<file path="src/rtl/ll_op_arbiter.sv">
// ll_op_arbiter: round-robin arbiter/sequencer feeding one operation at a time to the linked-list engine.
// Optional WAIT abort counter enabled by defining LL_ARB_TIMEOUT_EN.
module ll_op_arbiter #(
  parameter int NUM_REQ     = 4,
  parameter int OP_W        = 2,
  parameter int DATA_W      = 8,
  parameter int TIMEOUT_CYC = 255
) (
  input  logic                      clk,
  input  logic                      reset,
  input  logic [NUM_REQ-1:0]        req_valid,
  input  logic [NUM_REQ*OP_W-1:0]   req_op,
  input  logic [NUM_REQ*DATA_W-1:0] req_data,
  output logic [NUM_REQ-1:0]        req_ready,
  output logic [NUM_REQ-1:0]        rsp_done,
  output logic                      eng_start,
  output logic [OP_W-1:0]           eng_op,
  output logic [DATA_W-1:0]         eng_data,
  input  logic                      eng_done,
  output logic                      busy,
  output logic                      timeout_err
);
  localparam int IDX_W = $clog2(NUM_REQ);
  typedef enum logic [1:0] {IDLE, ISSUE, WAIT} state_t;
  state_t state, state_nx;
  logic [IDX_W-1:0] grant, last_grant, pick, idx;
  logic found, launch, finish, tmo_hit;
  always_comb begin
    pick = '0;
    idx = '0;
    found = 1'b0;
    for (int k = NUM_REQ; k >= 1; k--) begin
      idx = IDX_W'((int'(last_grant) + k) % NUM_REQ);
      if (req_valid[idx]) begin
        pick = idx;
        found = 1'b1;
      end
    end
  end
  // the idle cycle carrying rsp_done is never used for arbitration
  assign launch = state == IDLE && found && !(|rsp_done);
  assign finish = state == WAIT && (eng_done || tmo_hit);
  always_comb begin
    state_nx = state;
    case (state)
      IDLE:    state_nx = launch ? ISSUE : IDLE;
      ISSUE:   state_nx = WAIT;
      WAIT:    state_nx = finish ? IDLE : WAIT;
      default: state_nx = IDLE;
    endcase
  end
`ifdef LL_ARB_TIMEOUT_EN
  logic [15:0] wait_cnt;
  assign tmo_hit = state == WAIT && !eng_done && wait_cnt == 16'(TIMEOUT_CYC - 1);
  always_ff @(posedge clk)
    if (reset) wait_cnt <= '0;
    else wait_cnt <= state == ISSUE ? '0 : state == WAIT ? wait_cnt + 16'd1 : wait_cnt;
`else
  assign tmo_hit = 1'b0;
`endif
  always_ff @(posedge clk) begin
    if (reset) begin
      state       <= IDLE;
      grant       <= '0;
      last_grant  <= IDX_W'(NUM_REQ - 1);
      req_ready   <= '0;
      rsp_done    <= '0;
      eng_start   <= 1'b0;
      eng_op      <= '0;
      eng_data    <= '0;
      busy        <= 1'b0;
      timeout_err <= 1'b0;
    end else begin
      state       <= state_nx;
      eng_start   <= launch;
      req_ready   <= launch ? NUM_REQ'(1) << pick : '0;
      rsp_done    <= finish ? NUM_REQ'(1) << grant : '0;
      busy        <= state_nx != IDLE;
      timeout_err <= tmo_hit;
      if (launch) begin
        grant    <= pick;
        eng_op   <= req_op[int'(pick)*OP_W +: OP_W];
        eng_data <= req_data[int'(pick)*DATA_W +: DATA_W];
      end
      if (state == ISSUE) last_grant <= grant;
    end
  end
endmodule

</file>
<file path="config.mk">
export PLATFORM = sky130hd
export DESIGN_NAME = ll_op_arbiter
export DESIGN_NICKNAME = d
export VERILOG_FILES = /design/src/rtl/ll_op_arbiter.sv
export SDC_FILE = /design/constraint.sdc
export NUM_CORES = 1
export LEC_CHECK = 0
export ABC_AREA = 1
export ABC_CLOCK_PERIOD_IN_PS = 2800
export CORE_MARGIN = 5
export CORE_UTILIZATION = 47
export CTS_CLUSTER_SIZE = 25
export DETAILED_ROUTE_END_ITERATION = 10
export DONT_BUFFER_PORTS = 1
export GPL_TIMING_DRIVEN = 0
export PLACE_DENSITY_LB_ADDON = 0.3
export SLEW_MARGIN = 20
export SYNTH_ARGS = -nofsm -noshare
export SYNTH_HDL_FRONTEND = slang
export SYNTH_SLANG_ARGS = --single-unit
</file>
<file path="constraint.sdc">
create_clock -name clk -period 2.8 [get_ports clk]
set_input_delay 0.56 -clock clk [delete_from_list [all_inputs] [get_ports clk]]
set_output_delay 0.56 -clock clk [all_outputs]
set_load 0.1 [all_outputs]
</file>
==> results of run 1 <==
[cell type report]
cell class | count | area [µm²] | share of cell area
Buffer | 14 | 92.59 | 0.06111
Clock buffer | 3 | 22.52 | 0.01486
Clock inverter | 1 | 30.03 | 0.01982
Inverter | 17 | 66.31 | 0.04377
Multi-Input combinational cell | 160 | 742.0 | 0.4897
Sequential cell | 26 | 520.5 | 0.3435
Tap cell | 33 | 41.29 | 0.02725
[cell usage after synthesis]
cell type	count	area, µm²
nand2_1	61	229.0
nand3_1	44	220.2
dfxtp_1	26	520.5
a21oi_1	14	70.07
inv_1	13	48.80
o21ai_0	12	60.06
nor2_1	10	37.54
buf_2	4	20.02
nand2_2	4	25.02
buf_4	3	22.52
buf_6	3	33.78
clkbuf_1	3	11.26
inv_2	3	11.26
nor4_1	3	18.77
o21ai_1	3	15.01
nand3_2	2	20.02
nor3_1	2	10.01
clkbuf_2	1	5.000
conb_1	1	3.750
inv_4	1	6.260
nand2_4	1	11.26
nor2_2	1	6.260
nor3b_1	1	7.510
o211ai_1	1	7.510
[routing by layer]
layer,vias up,GRT usage
li1,716,-
met1,597,0.2274
met5,-,0
met2,55,0.2822
met4,0,0.03958
met3,2,0.06066
[sequential cells by signal, indices dropped and copies added, names as in the netlist, 2 cells and up]
name / cells
req_ready: 4
grant: 2
last_grant: 2
state: 2
eng_op: 2
rsp_done: 4
eng_data: 8
[critical path, delay by kind of cell, from the launching register on]
| kind | cells | cell delay, ps |
|---|---|---|
| AO/OA/AOI/OAI | 1 | 140 |
| AND/OR/NAND/NOR | 3 | 840 |
| buffers and inverters | 2 | 440 |
| flip-flops | 1 | 670 |
[placed cells by master (no fill, tap or decap)]
| master | Yosys | final |
|---|---|---|
| nand2_1 | 61 | 61 |
| dfxtp_1 | 26 | 26 |
| o21ai_1 | 3 | 3 |
| a21oi_1 | 14 | 14 |
| clkbuf_1 | 3 | 3 |
| o21ai_0 | 12 | 12 |
| inv_1 | 13 | 13 |
| nor4_1 | 3 | 3 |
| o211ai_1 | 1 | 1 |
| buf_2 | 4 | 4 |
| nand3_2 | 2 | 2 |
| nand2_4 | 1 | 1 |
| clkbuf_2 | 1 | 1 |
| nand3_1 | 44 | 44 |
| clkbuf_4 | 0 | 3 |
| buf_6 | 3 | 3 |
| buf_4 | 3 | 3 |
| nor3b_1 | 1 | 1 |
| inv_2 | 3 | 3 |
| nor3_1 | 2 | 2 |
| conb_1 | 1 | 1 |
| nor2_1 | 10 | 10 |
| nor2_2 | 1 | 1 |
| bufinv_16 | 0 | 1 |
| nand2_2 | 4 | 4 |
| inv_4 | 1 | 1 |
[cell families after synthesis]
group,Yosys count
simple gates,129
flops,26
other cells,1
compound gates,30
buf+inv,31
[per-stage QoR]
step           std cells  hold WS [ps]  utilization  instance area [µm²]  worst slack [ps]
6_report             254         426.9       0.5088                 1515             598.5
5_1_grt              254         461.1       0.5088                 1515             422.6
4_1_cts              254         424.3       0.5088                 1515             585.0
3_5_place_dp         250         438.1       0.4912                 1463             607.5
3_3_place_gp         250         438.7       0.4912                 1463             611.7
2_1_floorplan        217         423.5            -                 1421             927.2
[worst max-delay path by stage]
stage                                    end  depth (start not counted)              startpoint
floorplan           eng_data[0]$_SDFFE_PP0N_                          6  rsp_done[1]$_SDFF_PP0_
global placement    eng_data[6]$_SDFFE_PP0N_                          6  rsp_done[0]$_SDFF_PP0_
detailed placement  eng_data[1]$_SDFFE_PP0N_                          6  rsp_done[0]$_SDFF_PP0_
CTS                   eng_op[1]$_SDFFE_PP0N_                          6  rsp_done[0]$_SDFF_PP0_
global route        eng_data[7]$_SDFFE_PP0N_                          6  rsp_done[0]$_SDFF_PP0_
finish              eng_data[1]$_SDFFE_PP0N_                          6  rsp_done[0]$_SDFF_PP0_
==> results.py, run 1 <==
metrics = {
    "sta": {
        "maxSlewHeadroom": 0.3328,
        "period_needed_ps": 2201,
        "fin_tns_setup_ps": 0,
        "fin_crit_sh": 0.7862,
        "skew_ps": 5.353,
        "tightest_slew_ps": 999.4,
        "setup_viol": 0,
        "report.final.slew_viol_count": 0,
        "finalHoldViolCount": 0,
        "grt_setup_unrepaired": "false",
        "maxClockFrequency_mhz": 454.2,
    },
    "hold_path": {
        "hp-class": "in -> reg",
        "holdPathEnd": "state[1]$_SDFF_PP0_",
        "hp-start": "eng_done",
        "whs_path_depth": 3,
    },
    "setup_path": {
        "r2r-start": "rsp_done[0]$_SDFF_PP0_",
        "endpoint_kind": "register",
        "crit_slowest_cell": "dfxtp_1",
        "startpoint_type": "register",
        "cpPeakStageDelay_ps": 670,
        "cp.required_ps": 3010,
        "r2r_slack_ps": 600,
        "reg2reg_depth": 6,
        "r2r-end": "eng_data[1]$_SDFFE_PP0N_",
        "cp.arrival_ps": 2410,
        "crit_type": "reg -> reg",
        "path_cells": "nor4_1 > nor3b_1 > nand2_2 > inv_2 > clkbuf_1 > a21oi_1",
        "worstPathMaxFanout": 10,
    },
    "detailed_routing": {
        "drc": 0,
        "wl_met1_mm": 1.578,
        "top_layer": "met4",
        "avgRoutedWirePerCell_um": 14.16,
        "dr.pass1.iters": 4,
        "vias": 1370,
        "met2_length_mm": 1.647,
        "dr.first_iter.drc_count": 45,
        "routed-wl-met3_um": 359,
        "drt-total-wl_mm": 3.596,
        "viasPerCell": 5.394,
        "ant_nets": 0,
    },
    "floorplan": {
        "core_area_um2": 2978,
        "die_area_um2": 4224,
        "die_h_um": 64.99,
        "dieWidth_um": 64.99,
        "start_util": 0.4773,
        "fp-row-count": 20,
        "io_pins": 68,
    },
    "clock_network": {
        "clk_latency_ps": 320,
        "htree_levels": 1,
        "cts.path.max_buffers": 2,
        "clkSlewWorstSetupHoldPaths_ps": 150,
        "cts_setup_buffers": 0,
        "cts_resized": 0,
        "cts_buffers": 3,
        "cts_num_sinks": 26,
        "cts_tree": "built",
        "hold_buffers": 0,
        "cts_root_buf": "clkbuf_4",
    },
    "final_layout": {
        "syn2layout_area_growth_pct": 6.602,
        "fin_nets": 269,
        "antenna_cells": 0,
        "fillers": 314,
        "drive_gt1_frac": 0.1222,
    },
    "synthesis": {
        "syn-cell-area_um2": 1421,
        "yosys.area_share.adder": 0,
        "synth-xor-area-share": 0,
        "ys_types": 24,
        "synth_top_family_by_area": "simple AND/OR/NAND/NOR gates",
        "postSynthAreaPerCell_um2": 6.550,
        "ys_ff_latch": 26,
        "synth_compound_area_frac": 0.1074,
        "muxShareOfSynthArea": 0,
        "yosys_warnings": 0,
        "synth-simple-area-share": 0.4120,
        "syn_nets": 264,
        "yosysSeqAreaShare": 0.3662,
        "synthCells": 217,
    },
    "run_status": {
        "outcome": "completed",
    },
    "job": {
        "max-cap-violations": 0,
    },
    "global_routing": {
        "overflow": 0,
        "grt.total_usage": 0.1762,
        "antenna_found_initial": 0,
        "grt_pass1_wl_mm": 5.858,
        "grt_pass1_vias": 1304,
        "grt_max_degree": 16,
    },
    "placement": {
        "port_buffers": 0,
        "dp_hpwl_mm": 2.779,
        "gp_congestion": 0.8129,
    },
}
Power of run 1 is not shown: default switching activity piles up to over one toggle a cycle in this logic, so the estimate is an artifact.
==> inputs of run 2 (changes only) <==
- ABC_CLOCK_PERIOD_IN_PS: 2800 -> 2000
- clock period: 2.8 -> 2 ns (I/O delays scaled with it)
==> results.py, run 2 (synthesis gave the netlist of run 1 again) <==
metrics = {
    "run_status": {
        "outcome": "completed",
    },
    "setup_path": {
        "critPathBufInv": 2,
        "critical_path.top_delay_family": "simple AND/OR/NAND/NOR gates",
        "endpoint_kind": "register",
        "cp.depth": 7,
        "path_cells": "nor4_1 > nor3b_2 > nand2_2 > inv_2 > clkbuf_2 > o21ai_1 > a21oi_1",
        "cp.required_ps": 2260,
        "worstPathMaxFanout": 10,
        "reg2reg_depth": 7,
        "crit_slowest_cell": "dfxtp_4",
        "crit_type": "reg -> reg",
        "cp.arrival_ps": 2040,
        "startpoint_type": "register",
        "cpPeakStageDelay_ps": 470,
    },
    "global_routing": {
        "antenna_found_initial": 0,
        "grt_pass1_wl_mm": 5.858,
        "grt_max_degree": 16,
        "grt.total_usage": 0.1762,
        "overflow": 0,
        "grt_pass1_vias": 1309,
    },
    "final_layout": {
        "syn2layout_area_growth_pct": 9.243,
        "layout_common_cells": "nand2_1, nand3_1, dfxtp_1",
        "final_util": 0.5214,
        "fin_nets": 271,
        "top_register": "eng_data",
        "largest_registers": "eng_data: 8 flops, req_ready: 4 flops, rsp_done: 4 flops",
        "drive_gt1_frac": 0.1614,
        "antenna_cells": 0,
        "largest_register_ffs": 8,
        "mostFrequentLayoutCell": "nand2_1",
    },
    "floorplan": {
        "core_area_um2": 2978,
        "die_area_um2": 4224,
        "dieWidth_um": 64.99,
        "start_util": 0.4773,
        "fp-row-count": 20,
        "io_pins": 68,
        "die_h_um": 64.99,
    },
    "detailed_routing": {
        "ant_nets": 0,
        "viasPerCell": 5.391,
        "drt-total-wl_mm": 3.635,
        "drc": 0,
        "dr.first_iter.drc_count": 42,
        "dr.pass1.iters": 4,
        "vias": 1380,
        "avgRoutedWirePerCell_um": 14.20,
    },
    "placement": {
        "gp_congestion": 0.8129,
        "port_buffers": 0,
        "dp_hpwl_mm": 2.779,
        "post-place-ws_ps": -192.5,
    },
    "clock_network": {
        "cts_tree": "built",
        "cts_root_buf": "clkbuf_4",
        "cts.path.max_buffers": 2,
        "cts_buffers": 3,
        "clkSlewWorstSetupHoldPaths_ps": 140,
        "clk_latency_ps": 320,
        "cts_num_sinks": 26,
        "htree_levels": 1,
        "hold_buffers": 0,
    },
    "sta": {
        "grt_setup_unrepaired": "true",
        "timing.final.ws_setup_ps": 216.8,
        "period_needed_ps": 1783,
        "report.final.slew_viol_count": 0,
        "setup_viol": 0,
        "maxClockFrequency_mhz": 560.8,
        "fin_crit_sh": 0.8916,
        "maxSlewHeadroom": 0.3154,
        "skew_ps": 5.095,
        "finalHoldViolCount": 0,
        "tightest_slew_ps": 1026,
    },
    "hold_path": {
        "whs_path_depth": 3,
        "hp-class": "in -> reg",
    },
    "job": {
        "max-cap-violations": 0,
    },
}
run 2: per-layer routing:
metal	up-vias	wire [µm]	GRT usage
met5	-	0	0
met4	0	10	0.03958
met3	2	364	0.06066
met2	58	1718	0.2822
met1	600	1541	0.2274
li1	720	-	-
run 2: final cells by class:
| class | count | area (µm²) |
|---|---|---|
| flip-flops and latches | 26 | 533.0 |
| plain buffers | 14 | 93.84 |
| repair buffers | 2 | 15.01 |
| multi-input cells | 160 | 750.7 |
| fillers | 313 | 1425 |
| inverters | 17 | 66.31 |
| well taps | 33 | 41.29 |
| clock inverters | 1 | 30.03 |
| clock buffers | 3 | 22.52 |
run 2: worst reg2reg max path: stages (launching register included):
cell and delay (ps):
dfxtp_4 470, nor4_1 340, nor3b_2 250, nand2_2 110, inv_2 70, clkbuf_2 210, o21ai_1 90, a21oi_1 170
run 2: metrics by stage:
stage | setup TNS, ps | hold slack, ps | area (µm²) | std cells
after floorplan | 0 | 423.5 | 1421 | 217
after global placement | -1864 | 438.7 | 1463 | 250
after detailed placement | -1671 | 438.1 | 1463 | 250
after CTS | 0 | 264.3 | 1520 | 254
after global routing | -75.65 | 293.8 | 1553 | 256
final | 0 | 271.5 | 1553 | 256
run 2: final timing paths:
path | start | slack (ps) | end
worst min register to register | grant[0]$_SDFFE_PP0N_ | 450 | rsp_done[2]$_SDFF_PP0_
worst max register to register | rsp_done[1]$_SDFF_PP0_ | 220 | eng_op[1]$_SDFFE_PP0N_
worst max-delay path | rsp_done[1]$_SDFF_PP0_ | 220 | eng_op[1]$_SDFFE_PP0N_
worst min-delay path | eng_done | 270 | state[1]$_SDFF_PP0_
run 2: repair_timing:
| item | CTS | global route |
|---|---|---|
| setup buffers | 0 | 2 |
| setup endpoints to repair | 11 | 10 |
| endpoints found under the hold margin | 0 | 0 |
| pin swaps | 0 | 1 |
| resized for setup | 4 | 9 |
Power of run 2 is left out for the same reason.
==> inputs of run 3 (changes only) <==
--- a/config.mk
+++ b/config.mk
@@ -9,4 +9,6 @@
 export ABC_CLOCK_PERIOD_IN_PS = 2000
+export CELL_PAD_IN_SITES_DETAIL_PLACEMENT = 1
+export CELL_PAD_IN_SITES_GLOBAL_PLACEMENT = 1
 export CORE_MARGIN = 5
-export CORE_UTILIZATION = 47
+export CORE_UTILIZATION = 37
 export CTS_CLUSTER_SIZE = 25
==> constraint.sdc (replaced) <==
create_clock -name clk -period 2 [get_ports clk]
set_input_delay 0.2 -clock clk [delete_from_list [all_inputs] [get_ports clk]]
set_output_delay 0.2 -clock clk [all_outputs]
set_load 0.1 [all_outputs]
==> results.py, run 3 (synthesis gave the netlist of run 1 again) <==
metrics = {
    "floorplan": {
        "start_util": 0.3853,
        "io_pins": 68,
        "dieWidth_um": 71.98,
        "core_area_um2": 3689,
        "fp-row-count": 22,
        "die_area_um2": 5181,
        "die_h_um": 71.98,
    },
    "detailed_routing": {
        "ant_nets": 0,
        "dr.first_iter.drc_count": 63,
        "avgRoutedWirePerCell_um": 15.51,
        "drc": 0,
        "dr.pass1.iters": 4,
        "viasPerCell": 5.216,
        "vias": 1403,
        "drt-total-wl_mm": 4.171,
    },
    "sta": {
        "finalHoldViolCount": 0,
        "fin_crit_sh": 0.9207,
        "report.final.slew_viol_count": 0,
        "maxSlewHeadroom": 0.3364,
        "period_needed_ps": 1841,
        "maxClockFrequency_mhz": 543.1,
        "setup_viol": 0,
        "grt_setup_unrepaired": "false",
        "fin_tns_setup_ps": 0,
        "skew_ps": 4.868,
        "tightest_slew_ps": 994.1,
    },
    "global_routing": {
        "grt_pass1_vias": 1427,
        "grt_max_degree": 16,
        "antenna_found_initial": 0,
        "grt.total_usage": 0.1654,
        "overflow": 0,
        "grt_pass1_wl_mm": 6.858,
    },
    "setup_path": {
        "startpoint_type": "register",
        "crit_type": "reg -> reg",
        "cp.arrival_ps": 2060,
        "reg2reg_depth": 7,
        "cpPeakStageDelay_ps": 460,
        "worstPathMaxFanout": 10,
        "startpoint": "rsp_done[1]$_SDFF_PP0_",
        "cp.required_ps": 2210,
        "endpoint_kind": "register",
        "path_cells": "nor4_1 > nor3b_1 > nand2_2 > inv_2 > clkbuf_2 > o21ai_0 > a21oi_1",
        "crit_slowest_cell": "dfxtp_4",
        "endpoint": "eng_op[0]$_SDFFE_PP0N_",
        "r2r-start": "rsp_done[1]$_SDFF_PP0_",
        "r2r_slack_ps": 160,
        "r2r-end": "eng_op[0]$_SDFFE_PP0N_",
    },
    "placement": {
        "dp_hpwl_mm": 3.285,
        "dpl-instance-area_um2": 1481,
        "gp_congestion": 0.7455,
        "port_buffers": 0,
    },
    "final_layout": {
        "largest_registers": "eng_data: 8 flops, req_ready: 4 flops, rsp_done: 4 flops",
        "layout_common_cells": "nand2_1, nand3_1, dfxtp_1",
        "mostFrequentLayoutCell": "nand2_1",
        "syn2layout_area_growth_pct": 10.30,
        "top_register": "eng_data",
        "largest_register_ffs": 8,
        "fin_nets": 269,
        "drive_gt1_frac": 0.1493,
        "antenna_cells": 0,
        "fillers": 503,
        "stdcell_area_um2": 1568,
    },
    "clock_network": {
        "clkSlewWorstSetupHoldPaths_ps": 90,
        "hold_buffers": 0,
        "cts_setup_buffers": 0,
        "clk_latency_ps": 280,
        "htree_levels": 1,
        "cts_num_sinks": 26,
        "cts_root_buf": "clkbuf_8",
        "cts_tree": "built",
        "cts_buffers": 3,
        "cts.path.max_buffers": 2,
    },
    "job": {
        "max-cap-violations": 0,
    },
    "run_status": {
        "outcome": "completed",
    },
    "hold_path": {
        "hp-class": "in -> reg",
    },
}
-- run 3: layout make-up --
type	count	area (µm²)	area share
Multi-Input combinational cell	160	742.0	0.4733
Tap cell	48	60.06	0.03831
Inverter	17	66.31	0.04230
Buffer	14	93.84	0.05986
Clock buffer	3	41.29	0.02634
Clock inverter	1	30.03	0.01915
Sequential cell	26	534.3	0.3408
-- run 3: through the flow --
stage          setup WS, ps  hold slack (ps)    util  cells
2_1_floorplan         127.2            401.9       -    217
5_1_grt               8.181            154.3  0.4250    269
6_report              158.6            144.8  0.4250    269
3_3_place_gp         -177.1            416.2  0.4016    265
3_5_place_dp         -222.6            438.9  0.4016    265
4_1_cts               77.43            137.2  0.4227    269
-- run 3: what timing repair did --
| action | CTS | global route |
|---|---|---|
| gates resized for setup | 5 | 4 |
| pin swaps | 0 | 0 |
| cloned | 0 | 0 |
| endpoints found under the setup margin | 15 | 8 |
-- run 3: worst min-delay path by stage --
stage                         from                      to  slack, ps  cells past startpoint
after floorplan           eng_done     state[1]$_SDFF_PP0_        400                      3
after global placement    eng_done     state[1]$_SDFF_PP0_        420                      3
after detailed placement  eng_done     state[1]$_SDFF_PP0_        440                      3
after CTS                 eng_done     state[1]$_SDFF_PP0_        140                      3
after global routing      eng_done  rsp_done[2]$_SDFF_PP0_        150                      2
final                     eng_done     state[1]$_SDFF_PP0_        140                      3
-- run 3: layer usage --
layer / vias up / global-route usage / part of all wire
li1: 718 / - / -
met1: 644 / 0.2017 / 0.41
met2: 38 / 0.2765 / 0.50
met3: 3 / 0.07479 / 0.087
met4: 0 / 0.01879 / 0.0041
met5: - / 0 / 0
-- run 3: worst max-delay path: cells and delay by family (launching register included) --
family,cells,cell delay [ps]
AND/OR/NAND/NOR,3,790
flip-flops,1,460
buffers and inverters,2,290
AO/OA/AOI/OAI,2,250
Power of run 3 is left out for the same reason.
